===== config.mk =====
export PLATFORM = sky130hd
export DESIGN_NAME = mod_addsub_ctrl
export DESIGN_NICKNAME = d
export VERILOG_FILES = /design/src/rtl/mod_addsub_ctrl.sv
export SDC_FILE = /design/constraint.sdc
export NUM_CORES = 1
export LEC_CHECK = 0
export CAP_MARGIN = 20
export CORE_ASPECT_RATIO = 1.2
export CORE_MARGIN = 10
export CORE_UTILIZATION = 50
export CTS_CLUSTER_SIZE = 8
export DETAILED_ROUTE_END_ITERATION = 6
export GPL_ROUTABILITY_DRIVEN = 0
export PLACE_DENSITY = 0.82
export RECOVER_POWER = 25
export SLEW_MARGIN = 10
export SYNTH_ARGS = -nofsm -noshare
export SYNTH_HDL_FRONTEND = slang
export SYNTH_HIERARCHICAL = 1
export SYNTH_SLANG_ARGS = --single-unit

===== constraint.sdc =====
create_clock -name clk -period 3.88 [get_ports clk]
set_clock_uncertainty 0.1 [all_clocks]
set_input_delay 0.582 -clock clk [delete_from_list [all_inputs] [get_ports clk]]
set_output_delay 0.582 -clock clk [all_outputs]
set_load 0.02 [all_outputs]

===== src/rtl/mod_addsub_ctrl.sv =====
// rtl/mod_addsub_ctrl.sv - two-pass modular add/subtract sequencer on a shared 16-bit block CLA

// 16-bit block carry-lookahead adder: four 4-bit groups, lookahead across groups, ripple inside a group.
module BCLA_ADD_16 (
    output logic [15:0] sum,
    output logic        c_out,
    input  logic [15:0] a,
    input  logic [15:0] b,
    input  logic        c_in
);

    logic [15:0] g;
    logic [15:0] p;
    logic [15:0] c;
    logic [3:0]  gg;
    logic [3:0]  gp;
    logic [3:0]  gc;

    // Bit and group generate/propagate, group carries, then per-bit carries and sum.
    always_comb begin
        g = a & b;
        p = a ^ b;
        for (int i = 0; i < 4; i++) begin
            gg[i] = g[4*i+3]
                  | (p[4*i+3] & g[4*i+2])
                  | (p[4*i+3] & p[4*i+2] & g[4*i+1])
                  | (p[4*i+3] & p[4*i+2] & p[4*i+1] & g[4*i]);
            gp[i] = p[4*i+3] & p[4*i+2] & p[4*i+1] & p[4*i];
        end
        gc[0] = c_in;
        gc[1] = gg[0] | (gp[0] & c_in);
        gc[2] = gg[1] | (gp[1] & gg[0]) | (gp[1] & gp[0] & c_in);
        gc[3] = gg[2] | (gp[2] & gg[1]) | (gp[2] & gp[1] & gg[0])
              | (gp[2] & gp[1] & gp[0] & c_in);
        c_out = gg[3] | (gp[3] & gg[2]) | (gp[3] & gp[2] & gg[1])
              | (gp[3] & gp[2] & gp[1] & gg[0])
              | (gp[3] & gp[2] & gp[1] & gp[0] & c_in);
        c = '0;
        for (int grp = 0; grp < 4; grp++) begin
            c[4*grp] = gc[grp];
            for (int j = 1; j < 4; j++) begin
                c[4*grp+j] = g[4*grp+j-1] | (p[4*grp+j-1] & c[4*grp+j-1]);
            end
        end
        sum = p ^ c;
    end

endmodule

// Sequencer: pass 1 forms a+b or a-b, pass 2 applies the modulus correction.
module mod_addsub_ctrl #(
    parameter int EARLY_DONE = 0
) (
    input  logic        clk,
    input  logic        rst,
    input  logic        start,
    input  logic        op,
    input  logic [15:0] a,
    input  logic [15:0] b,
    input  logic [15:0] m,
    output logic        busy,
    output logic        done,
    output logic [15:0] result
);

    typedef enum logic [1:0] {
        IDLE  = 2'd0,
        PASS1 = 2'd1,
        PASS2 = 2'd2
    } state_t;

    localparam bit EARLY = (EARLY_DONE != 0);

    state_t      state_q, state_d;
    logic [15:0] a_q, a_d;
    logic [15:0] b_q, b_d;
    logic [15:0] m_q, m_d;
    logic        op_q, op_d;
    logic [15:0] s_q, s_d;
    logic        c1_q, c1_d;
    logic [15:0] result_q, result_d;
    logic        done_q, done_d;

    logic [15:0] add_x;
    logic [15:0] add_y;
    logic        add_cin;
    logic [15:0] add_sum;
    logic        add_cout;
    logic        early_fin;

    BCLA_ADD_16 u_add (
        .sum   (add_sum),
        .c_out (add_cout),
        .a     (add_x),
        .b     (add_y),
        .c_in  (add_cin)
    );

    // Adder operand mux; IDLE drives zeros so the adder never sees stale or unknown inputs.
    always_comb begin
        add_x   = '0;
        add_y   = '0;
        add_cin = 1'b0;
        case (state_q)
            PASS1: begin
                add_x   = a_q;
                add_y   = op_q ? ~b_q : b_q;
                add_cin = op_q;
            end
            PASS2: begin
                add_x   = s_q;
                add_y   = op_q ? m_q : ~m_q;
                add_cin = ~op_q;
            end
            default: ;
        endcase
    end

    // A subtraction with no borrow is already reduced; optionally finish after pass 1.
    assign early_fin = EARLY && op_q && add_cout;

    // State and datapath registers with synchronous reset.
    always_ff @(posedge clk) begin
        if (rst) begin
            state_q  <= IDLE;
            a_q      <= '0;
            b_q      <= '0;
            m_q      <= '0;
            op_q     <= 1'b0;
            s_q      <= '0;
            c1_q     <= 1'b0;
            result_q <= '0;
            done_q   <= 1'b0;
        end else begin
            state_q  <= state_d;
            a_q      <= a_d;
            b_q      <= b_d;
            m_q      <= m_d;
            op_q     <= op_d;
            s_q      <= s_d;
            c1_q     <= c1_d;
            result_q <= result_d;
            done_q   <= done_d;
        end
    end

    // Next-state logic.
    always_comb begin
        state_d = state_q;
        case (state_q)
            IDLE:    if (start) state_d = PASS1;
            PASS1:   state_d = early_fin ? IDLE : PASS2;
            PASS2:   state_d = IDLE;
            default: state_d = IDLE;
        endcase
    end

    // Datapath updates: operand latch, pass-1 capture, result selection and done pulse.
    always_comb begin
        a_d      = a_q;
        b_d      = b_q;
        m_d      = m_q;
        op_d     = op_q;
        s_d      = s_q;
        c1_d     = c1_q;
        result_d = result_q;
        done_d   = 1'b0;
        case (state_q)
            IDLE: begin
                if (start) begin
                    a_d  = a;
                    b_d  = b;
                    m_d  = m;
                    op_d = op;
                end
            end
            PASS1: begin
                s_d  = add_sum;
                c1_d = add_cout;
                if (early_fin) begin
                    result_d = add_sum;
                    done_d   = 1'b1;
                end
            end
            PASS2: begin
                done_d = 1'b1;
                if (!op_q) begin
                    // Carry out of pass 1 or no borrow from s-m means the sum reached m.
                    result_d = (c1_q | add_cout) ? add_sum : s_q;
                end else begin
                    // A borrow in pass 1 means m must be added back (16-bit wrap intended).
                    result_d = c1_q ? s_q : add_sum;
                end
            end
            default: ;
        endcase
    end

    // Outputs decoded from registered state.
    always_comb begin
        busy   = (state_q != IDLE);
        done   = done_q;
        result = result_q;
    end

endmodule

After elaboration in Yosys (flattened, before gate mapping) --
Index checks and enable logic that the tools add are counted.
Storage, ports and cells: bits in registers 85, input bits 52, output and inout bits 18
Cells by class: eq/ne operators 3, muxes and demuxes 11, bitwise operators 93, reductions and logical operators 3
Operators by type and width (count):
- $mux 16 | 5
- $pmux 16 s2 | 2
- $and 1x1->1 | 52
- $or 1x1->1 | 35
- $not 16->16 | 2
- $xor 16x16->16 | 2
- $and 16x16->16 | 1
- $pmux 2 s2 | 1
- $eq 2x1->1 const B | 1
- $eq 2x2->1 const B | 1
- $logic_not 2->1 | 1
- $mux 2 | 1
- $ne 2x2->1 const B | 1
- $pmux 1 s2 | 1
- $reduce_and 2->1 | 1
- $reduce_bool 2->1 | 1
- $mux 1 | 1
- $not 1->1 | 1

Logic depth before layout (Yosys ltp) --
word-level depth 21, gate-level depth with buffers 19, gate-level depth less buffers 17

By module --
Netlist, hierarchy kept.
Modules (own cells, without submodules):
- mod_addsub_ctrl | times used 1, cells an instance 531, area each 4421.7 µm², seq. area each 1701.6 µm²
- BCLA_ADD_16 | times used 1, cells an instance 77, area each 705.7 µm², seq. area each 0.0 µm²

Worst setup path before layout --
Ideal clock, no wire load.
kind register to register, start point register state_q[0], end point register result_q[15] (netlist: result[15]), setup time 0.129 ns, arrival time 3.858 ns, required time 3.651 ns, slack -0.208 ns, stages on the path, launching flop included 19, buffers on the path 2, path through dfxtp_1 inv_1 ha_1 clkbuf_1 clkbuf_1 a22oi_1 nor2b_1 ha_1 and4_1 nor2b_1 o31ai_2 nand3_1 fa_1 fa_1 fa_1 xor2_1 o21bai_1 a21oi_1 o32ai_1
On the way: elaborated cells between the ends (all ways) 73, those cells by class eq/ne: 2; mux: 6; bitwise: 65
RTL lines:
- start, declared | RTL line 74 | state_t state_q, state_d;
- start signal, assigned | RTL line 135 | state_q <= state_d;
- $eq 2x2->1 or $eq 2x1->1 (tied branches) | RTL line 104 | case (state_q)
- $pmux 16 s2 (*) | RTL line 104
- net add_x[9] | RTL line 84 | logic [15:0] add_x;
- $and 16x16->16 or $xor 16x16->16 (tied branches) | RTL line 21, 22
- $and 1x1->1, on equally long branches | RTL line 26, 27, 28
- $or 1x1->1, or another cell as far along | RTL line 26 | | (p[4*i+3] & p[4*i+2] & g[4*i+1])
- $or 1x1->1, or another cell as far along | RTL line 27 | | (p[4*i+3] & p[4*i+2] & p[4*i+1] & g[4*i]);
- $or 1x1->1, or another cell as far along | RTL line 33 | gc[3] = gg[2] | (gp[2] & gg[1]) | (gp[2] & gp[1] & gg[0])
- [... 4 more ...]
- $and 1x1->1 (*) | RTL line 42 | c[4*grp+j] = g[4*grp+j-1] | (p[4*grp+j-1] & c[4*grp+j-1]);
- $or 1x1->1 (*) | RTL line 42
- $and 1x1->1 (*) | RTL line 42
- $or 1x1->1 (*) | RTL line 42
- $xor 16x16->16 (*) | RTL line 45 | sum = p ^ c;
- net add_sum[15] | RTL line 87 | logic [15:0] add_sum;
- $mux 16, on equally long branches | RTL line 189, 192
- $mux 16 (*) | RTL line 187 | if (!op_q) begin
- end signal, assigned | RTL line 142 | result_q <= result_d;
- end, declared | RTL line 81 | logic [15:0] result_q, result_d;
The timed path passes the listed nets; every way through them passes the cells marked *. A chain may end at the register's enable or synchronous reset.

Worst setup path after layout --
start point register state_q[0], end point register result_q[15] (netlist: result[15])
On the way: elaborated cells between the ends (all ways) 73, those cells by class eq/ne: 2; mux: 6; bitwise: 65
RTL lines:
- $eq 2x2->1 or $eq 2x1->1 (tied branches) | RTL line 104
- $pmux 16 s2 (*) | RTL line 104
- net add_y[2] | RTL line 85 | logic [15:0] add_y;
- $and 16x16->16 or $xor 16x16->16 (tied branches) | RTL line 21, 22
- $and 1x1->1, on equally long branches
- $or 1x1->1, or another cell as far along | RTL line 25 | | (p[4*i+3] & g[4*i+2])
- $or 1x1->1 or $and 1x1->1 (tied branches) | RTL line 26, 27
- $or 1x1->1 | RTL line 27
- [... 5 more ...]
- $and 1x1->1 (*) | RTL line 42
- $or 1x1->1 (*) | RTL line 42
- $and 1x1->1 (*) | RTL line 42
- $or 1x1->1 (*) | RTL line 42
- $xor 16x16->16 (*) | RTL line 45
- net add_sum[15] | RTL line 87
- $mux 16, on equally long branches | RTL line 189, 192
- $mux 16 (*) | RTL line 187
Marks and branches as above.

==> impl_metrics.py <==
metrics = {
    "setup_path": {
        "r2r_cells": 16,
        "reg2reg_to": "result[15]",
        "cp-start-kind": "flop",
        "crit_slowest_cell": "fa_2",
        "max_stage_delay_ns": 0.37,
        "cp.arrival_ns": 4.11,
        "worst_ep_required_time_ns": 3.99,
        "r2r_slack_ns": -0.12,
        "crit_top_cell": "fa_2",
        "path_max_fanout": 14,
        "r2r-start": "state_q[0]",
        "endpoint_kind": "flop",
        "crit_family": "adder cells",
        "path_cells": "buf_4 > ha_4 > a22oi_1 > nor2b_4 > ha_4 > a21oi_4 > nor2b_4 > o31ai_2 > nand3_2 > fa_2 > fa_2 > fa_2 > xor2_2 > o21bai_1 > a21oi_1 > o32ai_1",
        "path_buf_inv": 1,
        "worstSetupPathType": "reg -> reg",
    },
    "floorplan": {
        "start_util_pct": 51.2,
        "io_pins": 70,
        "core_area_um2": 10000,
        "dieArea_um2": 14700,
        "die_x_um": 112,
        "die_y_um": 131,
        "num_rows": 40,
    },
    "logic_synthesis": {
        "synthCells": 608,
        "synth_top_cell_area_share_pct": 33.2,
        "syn_avg_cell_area_um2": 8.43,
        "synth_area_um2": 5130,
        "synth_nets": 694,
        "ys_top_cells_by_area": "dfxtp_1, nand2_1, mux2i_1, ha_1, a21oi_1",
        "ys_seq_elements": 85,
        "yosysWarnings": 6,
        "ys_types": 36,
        "seq_area_frac_synth_pct": 33.2,
        "synth_top_area_cell": "dfxtp_1",
    },
    "clock_network": {
        "insertion_delay_ns": 0.35,
        "postCtsHoldBufs": 0,
        "cts_buffer_depth": 2,
        "clock-sinks": 85,
        "cts_buffers": 9,
        "htreeDepth": 3,
        "clkSlewWorstSetupHoldPaths_ns": 0.06,
        "cts_tree": "yes",
        "root_buffer": "clkbuf_16",
    },
    "routing": {
        "routed-wl-met3_um": 1100,
        "vias": 4722,
        "drc": 0,
        "drtPass1Iterations": 5,
        "wl_per_cell_um": 18.9,
        "drtIter0Drc": 407,
        "finalWirelength_um": 15500,
        "routed_via_density": 5.76,
        "m1WireLength_um": 5920,
        "wl_met2_um": 7730,
        "ant_nets": 0,
        "highest_layer": "met4",
    },
    "finish": {
        "fin_nets": 777,
        "diodes": 0,
        "fill_cells": 727,
        "drive_gt1_share_pct": 21.3,
        "syn_to_final_growth_pct": 35.0,
    },
    "timing": {
        "tns_ns": -0.220,
        "setup-violations-final": 3,
        "timing.final.max_slew_violations": 0,
        "rsz0062_at_grt": "true",
        "setup_ws_ns": -0.120,
        "min_period_ns": 4.00,
        "max-slew-margin-rel_pct": 43.3,
        "hold_violations": 0,
        "tightest_slew_ns": 0.850,
        "finalCritPeriodShare_pct": 103,
        "whs_ns": 0.367,
        "timing.fmax_ghz": 0.250,
    },
    "global_routing": {
        "grt-ovfl-total": 0,
        "grt_use_total_pct": 18.9,
        "grt_pass1_vias": 4629,
        "grt_antenna_before_repair": 0,
        "grt_pass1_wl_um": 22800,
        "grt_max_degree": 86,
    },
    "run": {
        "cap_violations": 0,
    },
    "hold_path": {
        "hold_depth": 2,
        "hp-class": "reg -> reg",
        "hold_end": "b_q[9]",
        "hold_start": "b_q[9]",
    },
    "placed_design": {
        "io_buffer_count": 69,
        "dpl.hpwl_um": 9110,
    },
    "power_and_ir_drop": {
        "power.total_uw": 2700,
        "powerDensity_nw_per_um2": 389,
        "peakVddDrop_v": 0.000319,
        "p_leak_uw": 0.00259,
    },
    "status": {
        "violations": "negative setup slack",
        "run_status": "finished with violations",
    },
}
==> stage by stage <==
step	util [%]	instances	cell area, um^2	worst slack, ns
3_3_place_gp	60.3	790	6030	-0.226
2_1_floorplan	-	608	5140	0.00650
4_1_cts	66.6	814	6670	-0.0735
3_5_place_dp	60.3	790	6030	-0.422
5_1_grt	69.2	820	6920	-0.213
6_report	69.2	820	6920	-0.120
==> worst register-to-register path: stages (launching register included) <==
cell      delay (ns)
dfxtp_4         0.36
buf_4           0.14
ha_4            0.21
a22oi_1         0.34
nor2b_4         0.09
ha_4            0.25
a21oi_4         0.16
nor2b_4         0.08
o31ai_2         0.30
nand3_2         0.16
fa_2            0.37
fa_2            0.35
fa_2            0.37
xor2_2          0.17
o21bai_1        0.16
a21oi_1         0.16
o32ai_1         0.09
==> cell type report <==
| type | instances | area (um^2) | share of cell area [%] |
|---|---|---|---|
| Clock buffer | 12 | 246 | 3.56 |
| Clock inverter | 2 | 35.0 | 0.506 |
| Inverter | 37 | 146 | 2.11 |
| Multi-Input combinational cell | 434 | 3430 | 49.6 |
| Sequential cell | 85 | 1710 | 24.7 |
| Tap cell | 126 | 158 | 2.28 |
| Timing Repair Buffer | 124 | 1190 | 17.2 |
==> synthesized netlist by cell type <==
| cell type | count |
|---|---|
| nand2_1 | 101 |
| dfxtp_1 | 85 |
| a21oi_1 | 54 |
| inv_1 | 37 |
| nor2b_1 | 36 |
| mux2i_1 | 35 |
| a22oi_1 | 32 |
| clkbuf_1 | 28 |
| nor2_1 | 24 |
| ha_1 | 22 |
| xnor2_1 | 19 |
| a21o_1 | 18 |
| xor2_1 | 17 |
| a211oi_1 | 16 |
| o32ai_1 | 16 |
| o21a_1 | 15 |
| fa_1 | 12 |
| buf_2 | 8 |
| buf_4 | 7 |
| buf_6 | 5 |
| buf_1 | 3 |
| and4_1 | 2 |
| nand2b_1 | 2 |
| nand3_1 | 2 |
| a211o_1 | 1 |
| a21oi_2 | 1 |
| and2_1 | 1 |
| clkbuf_2 | 1 |
| mux2_2 | 1 |
| nand4_1 | 1 |
| nor3_1 | 1 |
| o21ai_0 | 1 |
| o21ai_1 | 1 |
| o21bai_1 | 1 |
| o31ai_2 | 1 |
| or3_1 | 1 |
==> routing by layer <==
| layer | up-vias | GRT usage, % |
|---|---|---|
| met3 | 60 | 5.43 |
| met1 | 2212 | 20.3 |
| li1 | 2228 | - |
| met5 | - | 0 |
| met4 | 0 | 9.27 |
| met2 | 222 | 33.5 |
==> cells by family after synthesis <==
logic type      after synthesis  share of synthesized area (%)
compound gates              157                           20.8
simple gates                171                           14.8
fa+ha+maj                    34                           10.1
mux                          36                           7.05
buf+inv                      89                           7.98
flops                        85                           33.2
xor+xnor                     36                           6.15
==> sequential cells by signal (all words and copies together), names as in the netlist <==
signal	cells
c1_q	1
m_q	16
b_q	16
done	1
a_q	16
s_q	16
state_q	2
result	16
op_q	1
==> report_power, final <==
part	internal (uW)	switching, uW	total [uW]	leakage, uW
logic	435	435	870	0.00176
clock network	508	329	837	0.000139
registers	935	55.1	990	0.000694
total	1880	819	2700	0.00259
==> what timing repair did <==
item,4_1_cts,5_1_grt
pin swaps,23,23
setup endpoints to repair,9,18
setup buffers,10,5
cloned,1,0
gates resized for setup,62,44
==> how the worst max path moves through the flow <==
| stage | start | end | cells past startpoint |
|---|---|---|---|
| 6_report | state_q[0] | result[15] | 16 |
| 5_1_grt | state_q[0] | result[15] | 16 |
| 4_1_cts | state_q[0] | result[15] | 17 |
| 3_5_place_dp | state_q[1] | result[15] | 16 |
| 3_3_place_gp | state_q[0] | result[15] | 16 |
| 2_1_floorplan | state_q[1] | result[15] | 18 |
==> layout by cell type, fill, tap and decap left out, drive strengths merged <==
| cell | n |
|---|---|
| and2 | 1 |
| o21a | 15 |
| bufinv | 1 |
| nand4 | 1 |
| a211oi | 16 |
| o32ai | 16 |
| clkbuf | 12 |
| or3 | 1 |
| nor3 | 1 |
| ha | 22 |
| xnor2 | 19 |
| buf | 56 |
| inv | 37 |
| fa | 12 |
| nor2b | 36 |
| mux2i | 35 |
| nand3 | 2 |
| dfxtp | 85 |
| clkdlybuf4s50 | 68 |
| mux2 | 1 |
| o21ai | 2 |
| o21bai | 1 |
| a21o | 18 |
| nor2 | 24 |
| xor2 | 17 |
| nand2b | 2 |
| and4 | 2 |
| o31ai | 1 |
| a22oi | 32 |
| a211o | 1 |
| clkinv | 1 |
| nand2 | 101 |
| a21oi | 55 |
No activity file was read; power rests on OpenSTA's default activity.
